--- src/rtl/kpn_pkg.sv ---
// Shared definitions for KPN process nodes and their queues.
package kpn_pkg;

    localparam int unsigned BITS_NUMBER_DEF = 16;
    localparam int unsigned COUNT_BITS_DEF  = 16;

    typedef enum logic [1:0] {
        READ_A  = 2'd0,
        READ_B  = 2'd1,
        COMPUTE = 2'd2,
        WRITE   = 2'd3
    } kpn_state_e;

endpackage

--- src/rtl/kpn_fifo_reader.sv ---
// Blocking-read handshake: pops one token when enabled and the queue is non-empty,
// capturing the head token on the same edge the queue advances.
module kpn_fifo_reader
    import kpn_pkg::*;
#(
    parameter int unsigned W = BITS_NUMBER_DEF
) (
    input  logic         clk,
    input  logic         reset_n,
    input  logic         en_i,
    input  logic         empty_i,
    input  logic [W-1:0] entry_i,
    output logic         rd_o,
    output logic         got_o,
    output logic [W-1:0] data_o
);

    logic [W-1:0] data_q;

    // Pop strobe follows the empty flag combinationally while enabled.
    assign rd_o   = en_i & ~empty_i;
    assign got_o  = rd_o;
    assign data_o = data_q;

    // Capture the head token in the cycle it is popped.
    always_ff @(posedge clk) begin
        if (!reset_n) begin
            data_q <= '0;
        end else if (rd_o) begin
            data_q <= entry_i;
        end
    end

endmodule

--- src/rtl/kpn_adder_process.sv ---
// KPN adder node: reads one token from each input queue (queue 1 first), adds them
// and writes the sum downstream. Define KPN_ADDER_SATURATE_EN for a saturating add.
module kpn_adder_process
    import kpn_pkg::*;
#(
    parameter int unsigned BITS_NUMBER = BITS_NUMBER_DEF,
    parameter int unsigned COUNT_BITS  = COUNT_BITS_DEF
) (
    input  logic                   clk,
    input  logic                   reset_n,
    input  logic [BITS_NUMBER-1:0] entry_1,
    input  logic                   empty_1,
    output logic                   rd_1,
    input  logic [BITS_NUMBER-1:0] entry_2,
    input  logic                   empty_2,
    output logic                   rd_2,
    input  logic                   full_out,
    output logic                   wr,
    output logic [BITS_NUMBER-1:0] output_1,
    output logic                   busy,
    output logic [COUNT_BITS-1:0]  token_count
);

    kpn_state_e             state_q, state_d;
    logic [BITS_NUMBER-1:0] op_a, op_b;
    logic [BITS_NUMBER-1:0] sum_q, sum_d;
    logic [COUNT_BITS-1:0]  count_q;
    logic                   got_a, got_b;
    logic                   en_a, en_b;

    // Strobes are suppressed while reset is asserted.
    assign en_a = reset_n & (state_q == READ_A);
    assign en_b = reset_n & (state_q == READ_B);
    assign wr   = reset_n & (state_q == WRITE) & ~full_out;

    kpn_fifo_reader #(.W(BITS_NUMBER)) u_reader_a (
        .clk     (clk),
        .reset_n (reset_n),
        .en_i    (en_a),
        .empty_i (empty_1),
        .entry_i (entry_1),
        .rd_o    (rd_1),
        .got_o   (got_a),
        .data_o  (op_a)
    );

    kpn_fifo_reader #(.W(BITS_NUMBER)) u_reader_b (
        .clk     (clk),
        .reset_n (reset_n),
        .en_i    (en_b),
        .empty_i (empty_2),
        .entry_i (entry_2),
        .rd_o    (rd_2),
        .got_o   (got_b),
        .data_o  (op_b)
    );

`ifdef KPN_ADDER_SATURATE_EN
    logic [BITS_NUMBER:0] sum_full;

    // Unsigned saturating add: a carry out clamps to all ones.
    always_comb begin
        sum_full = (BITS_NUMBER+1)'(op_a) + (BITS_NUMBER+1)'(op_b);
        sum_d    = sum_full[BITS_NUMBER] ? '1 : sum_full[BITS_NUMBER-1:0];
    end
`else
    // Wrap-around add, modulo 2^BITS_NUMBER.
    always_comb begin
        sum_d = op_a + op_b;
    end
`endif

    // Next-state logic for one firing: read A, read B, add, write.
    always_comb begin
        state_d = state_q;
        case (state_q)
            READ_A:  if (got_a) state_d = READ_B;
            READ_B:  if (got_b) state_d = COMPUTE;
            COMPUTE: state_d = WRITE;
            WRITE:   if (wr) state_d = READ_A;
            default: state_d = READ_A;
        endcase
    end

    // State, sum and fired-token counter registers.
    always_ff @(posedge clk) begin
        if (!reset_n) begin
            state_q <= READ_A;
            sum_q   <= '0;
            count_q <= '0;
        end else begin
            state_q <= state_d;
            if (state_q == COMPUTE) begin
                sum_q <= sum_d;
            end
            if (wr) begin
                count_q <= count_q + COUNT_BITS'(1);
            end
        end
    end

    assign output_1    = sum_q;
    assign busy        = (state_q != READ_A);
    assign token_count = count_q;

endmodule

--- config.mk ---
export PLATFORM = sky130hd
export DESIGN_NAME = kpn_adder_process
export DESIGN_NICKNAME = d
export VERILOG_FILES = /design/src/rtl/kpn_pkg.sv /design/src/rtl/kpn_fifo_reader.sv /design/src/rtl/kpn_adder_process.sv
export SDC_FILE = /design/constraint.sdc
export NUM_CORES = 1
export LEC_CHECK = 0
export CAP_MARGIN = 25
export CORE_UTILIZATION = 45
export CTS_CLUSTER_DIAMETER = 30
export DETAILED_ROUTE_END_ITERATION = 10
export GPL_TIMING_DRIVEN = 0
export PLACE_DENSITY_LB_ADDON = 0.12
export SLEW_MARGIN = 25
export SYNTH_ARGS = -nofsm -noshare
export SYNTH_HDL_FRONTEND = slang
export SYNTH_SLANG_ARGS = --single-unit
--- constraint.sdc ---
create_clock -name clk -period 2.1 [get_ports clk]
set_clock_uncertainty 0.05 [all_clocks]
set_input_delay 0.42 -clock clk [delete_from_list [all_inputs] [get_ports clk]]
set_output_delay 0.42 -clock clk [all_outputs]
set_load 0.05 [all_outputs]
==> impl_metrics.csv <==
group,metric,value,unit
yosys,synth_fp_nets,470,
yosys,synth_edf_count,0,
worst_setup_path,critPathSlowestCell,"or4b_1",
layout,syn_to_final_growth,35.39,%
placement,dp_hpwl,6331,µm
clock_network,cts.sinks,66,
yosys,async_flop_share,0,
layout,fillCellCount,644,
placement,dp.cells,582,
power,p_per_area,900.4,nW/µm²
yosys,synth_area,3468,µm²
timing,rsz0062_at_grt,"true",
drt,wl_per_cell,14.06,µm
timing,fmax,462.0,MHz
floorplan,pin_count,73,
clock_network,clkSlewWorstSetupHoldPaths,70,ps
power,leakage,1.809,nW
worst_setup_path,cpPeakStageDelay,470,ps
timing,relSlewSlack,0.6356,
global_routing,grt_pass1_vias,2935,
timing,drv_slew,0,
floorplan,start_util,0.4706,
layout,instances_no_fill,604,
worst_setup_path,endpoint_kind,"flip-flop",
timing,setup_slack,-64.50,ps
placement,io_buffers,72,
yosys,synthFlopType,"dfxtp_1",
worst_setup_path,required,2330,ps
worst_setup_path,cp_max_fo,3,
yosys,yosysUniqueCellTypes,44,
drt,viasPerCell,5.197,
drt,drc,0,
clock_network,insertion_delay,340,ps
global_routing,grt.total_usage,0.2148,
timing,fin_crit_sh,1.031,
yosys,ys_seq_area_frac,0.3810,
layout,layout.nets,560,
clock_network,cts.path.max_buffers,2,
placement,place_ws,-1584,ps
global_routing,grt_max_degree,18,
timing,tns,-79.12,ps
timing,holdWs,420.4,ps
clock_network,tritoncts,"done",
worst_setup_path,crit_start,"u_reader_b.data_o[0]",
yosys,yosys_warnings,0,
yosys,synthCells,411,
floorplan,die_y,89.79,µm
worst_setup_path,crit_type,"reg2reg",
drt,vias,3139,
worst_setup_path,cp.arrival,2400,ps
clock_network,numCtsBuffers,9,
power,peakVddDrop,0.4923,mV
timing,tightest_slew,544.9,ps
timing,hold_viol,0,
worst_setup_path,crit_family,"compound AO/OA/AOI/OAI gates",
worst_setup_path,reg2reg_from,"u_reader_b.data_o[0]",
drt,drt_pass1_iterations,4,
power,total_power,4.228,mW
global_routing,grt_remaining_overflow,0,
global_routing,antenna_found_initial,0,
job,drv_cap,0,
yosys,syn_avg_cell_area,8.439,µm²
outcome,status,"complete, but fails checks",
outcome,violations,"setup timing",
floorplan,dieArea,8062,µm²
worst_setup_path,crit_chain,"ha_4 -> fa_2 -> a21o_1 -> a221oi_4 -> a21oi_2 -> or4b_1 -> nand3_1",
drt,antenna_left,0,
worst_setup_path,start_kind,"flip-flop",
drt,drt-total-wl,8491,µm
floorplan,die_width,89.79,µm
clock_network,htreeDepth,3,
hold_path,worst_hold_path_type,"reg2reg",
drt,drt-initial-drc-count,165,
global_routing,grt_pass1_wl,13770,µm
layout,layout-drive-gt1-share,0.1089,
timing,finalSetupViolations,2,
floorplan,core_area,7370,µm²
yosys,synth.ff_latch_count,66,
layout,n_antenna_cell,0,
floorplan,row_count,31,
placement,routabilityCongestion,0.8381,
clock_network,clockRootBuffer,"clkbuf_8",
worst_setup_path,path_buf_inv,0,
timing,period_needed,2164,ps
hold_path,hold_start,"output_1[8]",
==> stage by stage <==
stage,instance area (µm²),utilization
global route,4696,0.6372
global placement,4335,0.5883
detailed placement,4335,0.5883
floorplan,3491,-
finish,4696,0.6372
CTS,4642,0.6299
==> cell usage after synthesis, types with 2 or more instances <==
library cell / instances / area, µm²
o21ai_0: 17 / 85.08
o211ai_1: 6 / 45.04
nand2b_1: 6 / 37.54
nor2_1: 9 / 33.78
and3_1: 4 / 25.02
dfxtp_1: 66 / 1321
nand3b_1: 6 / 45.04
mux2i_1: 6 / 60.06
clkbuf_1: 19 / 71.32
or3_1: 5 / 31.28
o211a_1: 2 / 20.02
and2_1: 16 / 100.1
inv_1: 4 / 15.01
a21oi_1: 20 / 100.1
mux2_2: 2 / 22.52
nor3_1: 2 / 10.01
nand4_1: 7 / 43.79
ha_1: 21 / 262.8
nor2b_1: 11 / 68.82
xnor2_1: 11 / 96.34
nand3_1: 11 / 55.05
o21a_1: 3 / 22.52
and4_1: 2 / 17.52
a21o_1: 4 / 30.03
nand2_1: 89 / 334.1
xor2_1: 8 / 70.07
a21boi_0: 37 / 277.8
==> cell usage in the layout, fill, tap and decap left out, types with 3 or more instances in the layout <==
cell type	n
nand3b_1	6
nor2b_1	10
clkdlybuf4s50_1	66
a21o_1	4
o211ai_1	6
buf_6	3
mux2i_1	6
dfxtp_2	4
xor2_1	8
dfxtp_1	62
o21ai_0	14
xnor2_1	11
buf_4	9
o21ai_1	3
and3_1	4
clkbuf_1	12
nand2_1	89
nand2b_1	6
ha_1	18
nand4_1	7
and2_1	14
nor2_1	8
a21oi_1	19
o21a_1	3
nand3_1	11
or3_1	5
clkbuf_8	17
a21boi_0	37
==> logic make-up after synthesis <==
| logic type | after synthesis | share of synthesized area |
|---|---|---|
| simple gates | 173 | 0.2450 |
| compound gates | 100 | 0.1959 |
| flops | 66 | 0.3810 |
| buf+inv | 23 | 0.02489 |
| fa+ha+maj | 22 | 0.08153 |
| xor+xnor | 19 | 0.04798 |
| mux | 8 | 0.02381 |
==> final timing paths <==
path              cells past startpoint            to  slack [ps]
hold reg to reg                       2   output_1[8]         420
setup / recovery                      7  output_1[12]         -60
setup reg to reg                      7  output_1[12]         -60
hold / removal                        2   output_1[8]         420
==> layout make-up <==
cell class              instances  area (µm²)  area share
plain buffers                  17       126.4     0.02691
clock buffers                  14       182.7     0.03890
clock inverters                 1       7.507    0.001599
inverters                       4       15.01    0.003197
multi-input cells             322        2120      0.4514
flip-flops and latches         66        1326      0.2824
well taps                      99       123.9     0.02638
repair buffers                 81       794.5      0.1692
==> state kept, by name, indices dropped and copies added, names as in the netlist <==
name	count
u_reader_a.data_o	16
u_reader_b.data_o	16
token_count	16
output_1	16
state_q	2
==> metal layers <==
layer | GRT usage | part of all wire
met3 | 0.03469 | 0.045
met4 | 0.09426 | 0.018
met2 | 0.3449 | 0.46
met1 | 0.2844 | 0.48
met5 | 0 | 0
==> power breakdown <==
part	leakage [nW]	total, mW	internal (mW)	switching [mW]
sequential	0.537	1.55	1.43	0.118
combinational	1.18	1.64	0.658	0.987
clock	0.0948	1.04	0.553	0.484
total	1.81	4.23	2.64	1.59
==> worst reg2reg max path, stage by stage (launching register included) <==
cell and delay [ps]:
dfxtp_2 340, ha_4 170, fa_2 340, a21o_1 220, a221oi_4 340, a21oi_2 110
or4b_1 470, nand3_1 70
==> timing repair <==
item / in CTS / in global routing
setup endpoints to repair: 16 / 9
setup buffers: 4 / 5
hold buffers: 0 / 0
resized for setup: 49 / 10
pin swaps: 4 / 3
(Power assumes the default switching activity.)
